`src/rtl/alu_pkg.sv`:
```
// rtl/alu_pkg.sv - shared ALU types and defaults for the serial add path
package alu_pkg;

  typedef enum logic [1:0] {
    IDLE  = 2'd0,
    SHIFT = 2'd1,
    DONE  = 2'd2
  } sau_state_t;

  localparam int SAU_DEFAULT_WIDTH = 8;

endpackage

```
`src/rtl/full_adder.sv`:
```
// rtl/full_adder.sv - single-bit full adder cell
module full_adder (
  input  logic a,
  input  logic b,
  input  logic cin,
  output logic sum,
  output logic cout
);

  logic p;

  assign p    = a ^ b;
  assign sum  = p ^ cin;
  assign cout = (a & b) | (cin & p);

endmodule

```
`src/rtl/serial_add_unit.sv`:
```
// rtl/serial_add_unit.sv - bit-serial adder sequencer, LSB first, one full_adder
module serial_add_unit
  import alu_pkg::*;
#(
  parameter int WIDTH = SAU_DEFAULT_WIDTH
) (
  input  logic             clk,
  input  logic             rst_n,
  input  logic             in_valid,
  output logic             in_ready,
  input  logic [WIDTH-1:0] a,
  input  logic [WIDTH-1:0] b,
  input  logic             cin,
  output logic             out_valid,
  input  logic             out_ready,
  output logic [WIDTH-1:0] sum,
  output logic             cout,
  output logic             overflow
);

  localparam int CW = $clog2(WIDTH);
  localparam logic [CW-1:0] LAST_BIT = CW'(WIDTH - 1);

  sau_state_t       state_q;
  logic [WIDTH-1:0] a_sr;
  logic [WIDTH-1:0] b_sr;
  logic [WIDTH-1:0] sum_sr;
  logic             carry_q;
  logic             cout_q;
  logic             overflow_q;
  logic [CW-1:0]    bit_cnt;

  logic fa_sum;
  logic fa_cout;

  full_adder u_fa (
    .a    (a_sr[0]),
    .b    (b_sr[0]),
    .cin  (carry_q),
    .sum  (fa_sum),
    .cout (fa_cout)
  );

  always_ff @(posedge clk or negedge rst_n) begin
    if (!rst_n) begin
      state_q    <= IDLE;
      a_sr       <= '0;
      b_sr       <= '0;
      sum_sr     <= '0;
      carry_q    <= 1'b0;
      cout_q     <= 1'b0;
      overflow_q <= 1'b0;
      bit_cnt    <= '0;
    end else begin
      case (state_q)
        IDLE: begin
          if (in_valid) begin
            a_sr    <= a;
            b_sr    <= b;
            sum_sr  <= '0;
            carry_q <= cin;
            bit_cnt <= '0;
            state_q <= SHIFT;
          end
        end
        SHIFT: begin
          a_sr    <= a_sr >> 1;
          b_sr    <= b_sr >> 1;
          sum_sr  <= {fa_sum, sum_sr[WIDTH-1:1]};
          carry_q <= fa_cout;
          bit_cnt <= bit_cnt + 1'b1;
          // carry_q here is still the carry into the MSB
          if (bit_cnt == LAST_BIT) begin
            overflow_q <= carry_q ^ fa_cout;
            cout_q     <= fa_cout;
            state_q    <= DONE;
          end
        end
        DONE: begin
          if (out_ready) begin
            state_q <= IDLE;
          end
        end
        default: state_q <= IDLE;
      endcase
    end
  end

  assign in_ready  = (state_q == IDLE);
  assign out_valid = (state_q == DONE);
  assign sum       = sum_sr;
  assign cout      = cout_q;
  assign overflow  = overflow_q;

endmodule

```
`config.mk`:
```
export PLATFORM = sky130hd
export DESIGN_NAME = serial_add_unit
export DESIGN_NICKNAME = d
export VERILOG_FILES = /design/src/rtl/alu_pkg.sv /design/src/rtl/full_adder.sv /design/src/rtl/serial_add_unit.sv
export SDC_FILE = /design/constraint.sdc
export NUM_CORES = 1
export LEC_CHECK = 0
export ABC_AREA = 1
export CAP_MARGIN = 20
export CORE_ASPECT_RATIO = 1.2
export CORE_UTILIZATION = 45
export DETAILED_ROUTE_END_ITERATION = 12
export HOLD_SLACK_MARGIN = 0.05
export PLACE_DENSITY = 0.69
export SKIP_LAST_GASP = 1
export SYNTH_ARGS = -nofsm -noshare
export SYNTH_HDL_FRONTEND = slang
export SYNTH_HIERARCHICAL = 1
export SYNTH_SLANG_ARGS = --single-unit
```
`constraint.sdc`:
```
create_clock -name clk -period 1.71 [get_ports clk]
set_clock_uncertainty 0.05 [all_clocks]
set_input_delay 0.342 -clock clk [delete_from_list [all_inputs] [get_ports clk]]
set_output_delay 0.342 -clock clk [all_outputs]
set_load 0.02 [all_outputs]
```
==> run summary <==
The run finished with clean final reports. The run gives 0.00115 V as the worst ir drop on vdd. Sequential cells burn 36.5% of the power.

Leaving out fill and tap cells, the most frequent cells in the layout are 93 x sky130_fd_sc_hd__nand2_1, 32 x sky130_fd_sc_hd__inv_1, 32 x sky130_fd_sc_hd__dfrtp_1, 30 x sky130_fd_sc_hd__clkdlybuf4s50_1, 17 x sky130_fd_sc_hd__nand3_1. Measured against its own limit, the worst slew margin works out to 72.1%. The run gives 50.6% as the portion of the post-synthesis area used by sequential elements. The clock network burns 17.4% of the power. The number of cells on the critical path is 1, and the worst path buffer plus inverter count is 1. Data arrives at the worst endpoint at 1260 ps. By startpoint and endpoint, the worst setup path is classified as reg -> out.

In this run, the number of DRC markers left after iteration 0 of detailed routing was 44. In this run switching power makes up 39.5% of total power. The synthesis-to-layout area growth works out to 28.5%. TritonCTS built the clock tree. At the pin with the least slew margin, the transition time is 418 ps.

The height of the die came out at 67.0 um. The power density of the placed cells was 1760 nW/um^2. Prior to clock tree synthesis, the placed netlist has a worst setup slack of 110 ps.

The area of the core region is 3340 sq um, and the via count normalized by instance count is 4.60. Setup violations remaining at the end of the flow were counted as 0. The logs give 0 for the number of antenna cells inserted and 1.12 nW for the leakage power summed over all cells. For the design area, the log shows 2030 sq um. The number of buffers inserted by port buffering was 32. Broken down by cell family, the worst path's largest delay share belongs to buffers and inverters. The run gives 0 as the max-slew violation count.

For this design, the sink count on the clock tree is 32. For this design the top-level I/O count stands at 33. For the net total in the final layout, the log shows 264. In the routed design, unresolved DRC markers number 0. The H-tree was split into 2 levels. Counting every net in the synthesized netlist gives 227. The detailed-placement wirelength estimate was 2.06 mm.

Synthesis produced 203 cells. The internal power was 2.17 mW; the total power draw was 3.59 mW. The most critical setup path has its startpoint at sum[7]$_DFFE_PN0P_. Mapped cell area: 1580 sq um.

In this run the core area contains 23 standard-cell rows. The power dissipated by switching net loads was 1.42 mW. The clock period could shrink to 1650 ps. The clock slew seen by the registers of the worst setup and hold paths works out to 70 ps.

After synthesis, the netlist uses 18 different library cells. For this run, the detailed router's first-pass iteration total came to 4. Global-route wire length before repair: 5.58 mm. The run gives 46.1% as the combinational share of power.

The effective utilization at floorplan is 47.4%. STA classifies the critical path endpoint as an output port. In this run the remaining antenna-violating nets after routing total 0. The critical path goes through clkdlybuf4s50_1. The synthesized design contains 32 register bits. In this run, placement finished with an instance count of 270.

The run gives 0 as the number of antenna violations at the first check in global routing. In this run the critical register-to-register path is launched from state_q[1]$_DFFE_PN0P_. Static timing analysis puts the maximum clock frequency at 0.606 GHz. After clock tree synthesis, the setup repair step added 0 buffers.

The later pin in the worst-skew pair is clocked with a latency of 280 ps. The reg-to-reg endpoint is b_sr[3]$_DFFE_PN0P_. Summing all placed instances gives a cell area of 1940 sq um. For the via count of the first global-routing pass, the log shows 1275.

The run gives 1320 ps as the required time of the critical path. Buffers inserted to repair hold after CTS numbered 0. The final hold slack is 407 ps, and the fraction of final layout cells with drive strength greater than 1 is 7.50%.

Of all nets on the critical path, the largest fanout is 2. The final count of hold timing violations came out at 0. A synthesized cell averages 7.80 sq um. Placer's final routability congestion estimate: 0.719.

The floorplan step defined a die boundary enclosing 3760 sq um. Dividing the detail-routed wire length by the instance count gives 11.0 um. For this run, the total global-route usage over all layers was measured as 19.4%.

The number of cells traversed by the worst register-to-register path works out to 6. For the final routed database, the setup TNS stands at 0 ps. The highest-delay cell along the critical path was sky130_fd_sc_hd__clkdlybuf4s50_1. The detailed-route wire length is 3.06 mm.

The setup check on the worst reg-to-reg path leaves a slack of 390 ps. Clock tree synthesis selected as its root buffer the cell sky130_fd_sc_hd__clkbuf_8. The worst setup path is launched from a flip-flop.

The die is 56.1 um wide. Leaving out fill and tap cells, the most frequent cell in the layout is sky130_fd_sc_hd__nand2_1. The number of max-cap violations is 0. The count of cells in the finished layout, fillers not included, comes to 277.

The routed layout has 1273 vias. Measured on the finished design, the core utilization comes to 60.9%. Setup repair after global routing left no endpoint under its margin.

The least setup slack across all paths after layout is 58.5 ps. The logs give 2 for the largest buffer count on any clock path and 0 for the global-route congestion overflow total. The most critical setup path has its endpoint at sum[7]. The maximum number of pins on one net before global-route repair was 33. The number of clock buffers inserted by TritonCTS was 5; the total of warnings raised by yosys was 6. The path class of the tightest hold or removal check is in -> async.

For this run, the slowest stage of the critical path takes 610 ps. Of the available clock period, the critical path in the final layout requires 96.6%.
==> layout make-up <==
cell class,instances,area (sq um)
fill,312,1300
sequential,32,801
multi-input combinational,130,592
timing repair buffer,38,375
inverter,33,124
clock buffer,7,96.3
tap,37,46.3
==> per-layer routing <==
layer  global-route usage [%]  part of all wire, %  vias to the layer above
li1                         -                    -                      671
met1                     23.0                   47                      571
met2                     33.9                   48                       27
met3                     5.44                  3.3                        4
met4                     6.40                  1.3                        0
met5                        0                    0                        -
==> worst reg2reg max path, stage by stage (launching register included) <==
cell and delay (ps):
sky130_fd_sc_hd__dfrtp_1 400, sky130_fd_sc_hd__inv_2 60, sky130_fd_sc_hd__buf_4 160, sky130_fd_sc_hd__nand2_4 170, sky130_fd_sc_hd__nand2_4 190, sky130_fd_sc_hd__nand3_1 120
sky130_fd_sc_hd__nand2_1 60
==> registers in the layout, indices dropped and copies added (netlist names) <==
signal / cells
a_sr: 8
b_sr: 8
sum: 8
bit_cnt: 3
state_q: 2
carry_q: 1
cout: 1
overflow: 1
==> power groups by stage <==
stage                     registers, mW  logic [mW]  clock network, mW
after global placement             1.31        1.65                  0
final                              1.31        1.65              0.624
after global routing               1.36        1.92              0.675
after floorplan                    1.41        1.06                  0
after detailed placement           1.33        1.68                  0
after CTS                          1.32        1.69              0.643
==> cell usage after synthesis <==
library cell              count  area, sq um
sky130_fd_sc_hd__ha_1         2         25.0
sky130_fd_sc_hd__inv_1       32          120
sky130_fd_sc_hd__fa_1         1         20.0
sky130_fd_sc_hd__a21oi_2      1         8.76
sky130_fd_sc_hd__nand2_4      2         22.5
sky130_fd_sc_hd__nor2_1       5         18.8
sky130_fd_sc_hd__nand2_1     93          349
sky130_fd_sc_hd__dfrtp_1     32          801
sky130_fd_sc_hd__o31ai_1      1         7.51
sky130_fd_sc_hd__o21ai_4      1         16.3
sky130_fd_sc_hd__nand3_1     17         85.1
sky130_fd_sc_hd__inv_2        1         3.75
sky130_fd_sc_hd__buf_2        2         10.0
sky130_fd_sc_hd__a21oi_1      1         5.00
sky130_fd_sc_hd__buf_4        3         22.5
sky130_fd_sc_hd__o21ai_0      5         25.0
sky130_fd_sc_hd__xor2_1       1         8.76
sky130_fd_sc_hd__buf_6        3         33.8
==> worst min path at each step <==
stage	to	slack, ps	cells after the start
3_3_place_gp	sum[0]$_DFFE_PN0P_	400	2
4_1_cts	cout$_DFFE_PN0P_	420	2
3_5_place_dp	sum[0]$_DFFE_PN0P_	410	2
5_1_grt	cout$_DFFE_PN0P_	440	2
2_1_floorplan	a_sr[0]$_DFFE_PN0P_	-4	0
6_report	cout$_DFFE_PN0P_	410	2
==> what timing repair did <==
| action | in CTS | in global routing |
|---|---|---|
| hold endpoints to repair | 0 | 0 |
| setup endpoints to repair | 2 | 0 |
| resized for setup | 2 | 0 |
==> logic make-up (layout without fill, tap and decap cells) <==
group,count (synthesis),count (layout),share of synthesized area (%)
AND/OR/NAND/NOR,117,117,30.0
buffers and inverters,41,78,12.0
flip-flops,32,32,50.6
AO/OA/AOI/OAI,9,9,3.95
adder cells (fa/ha/maj),3,3,2.85
XOR/XNOR,1,1,0.553
No activity file was read; power rests on OpenSTA's default activity.
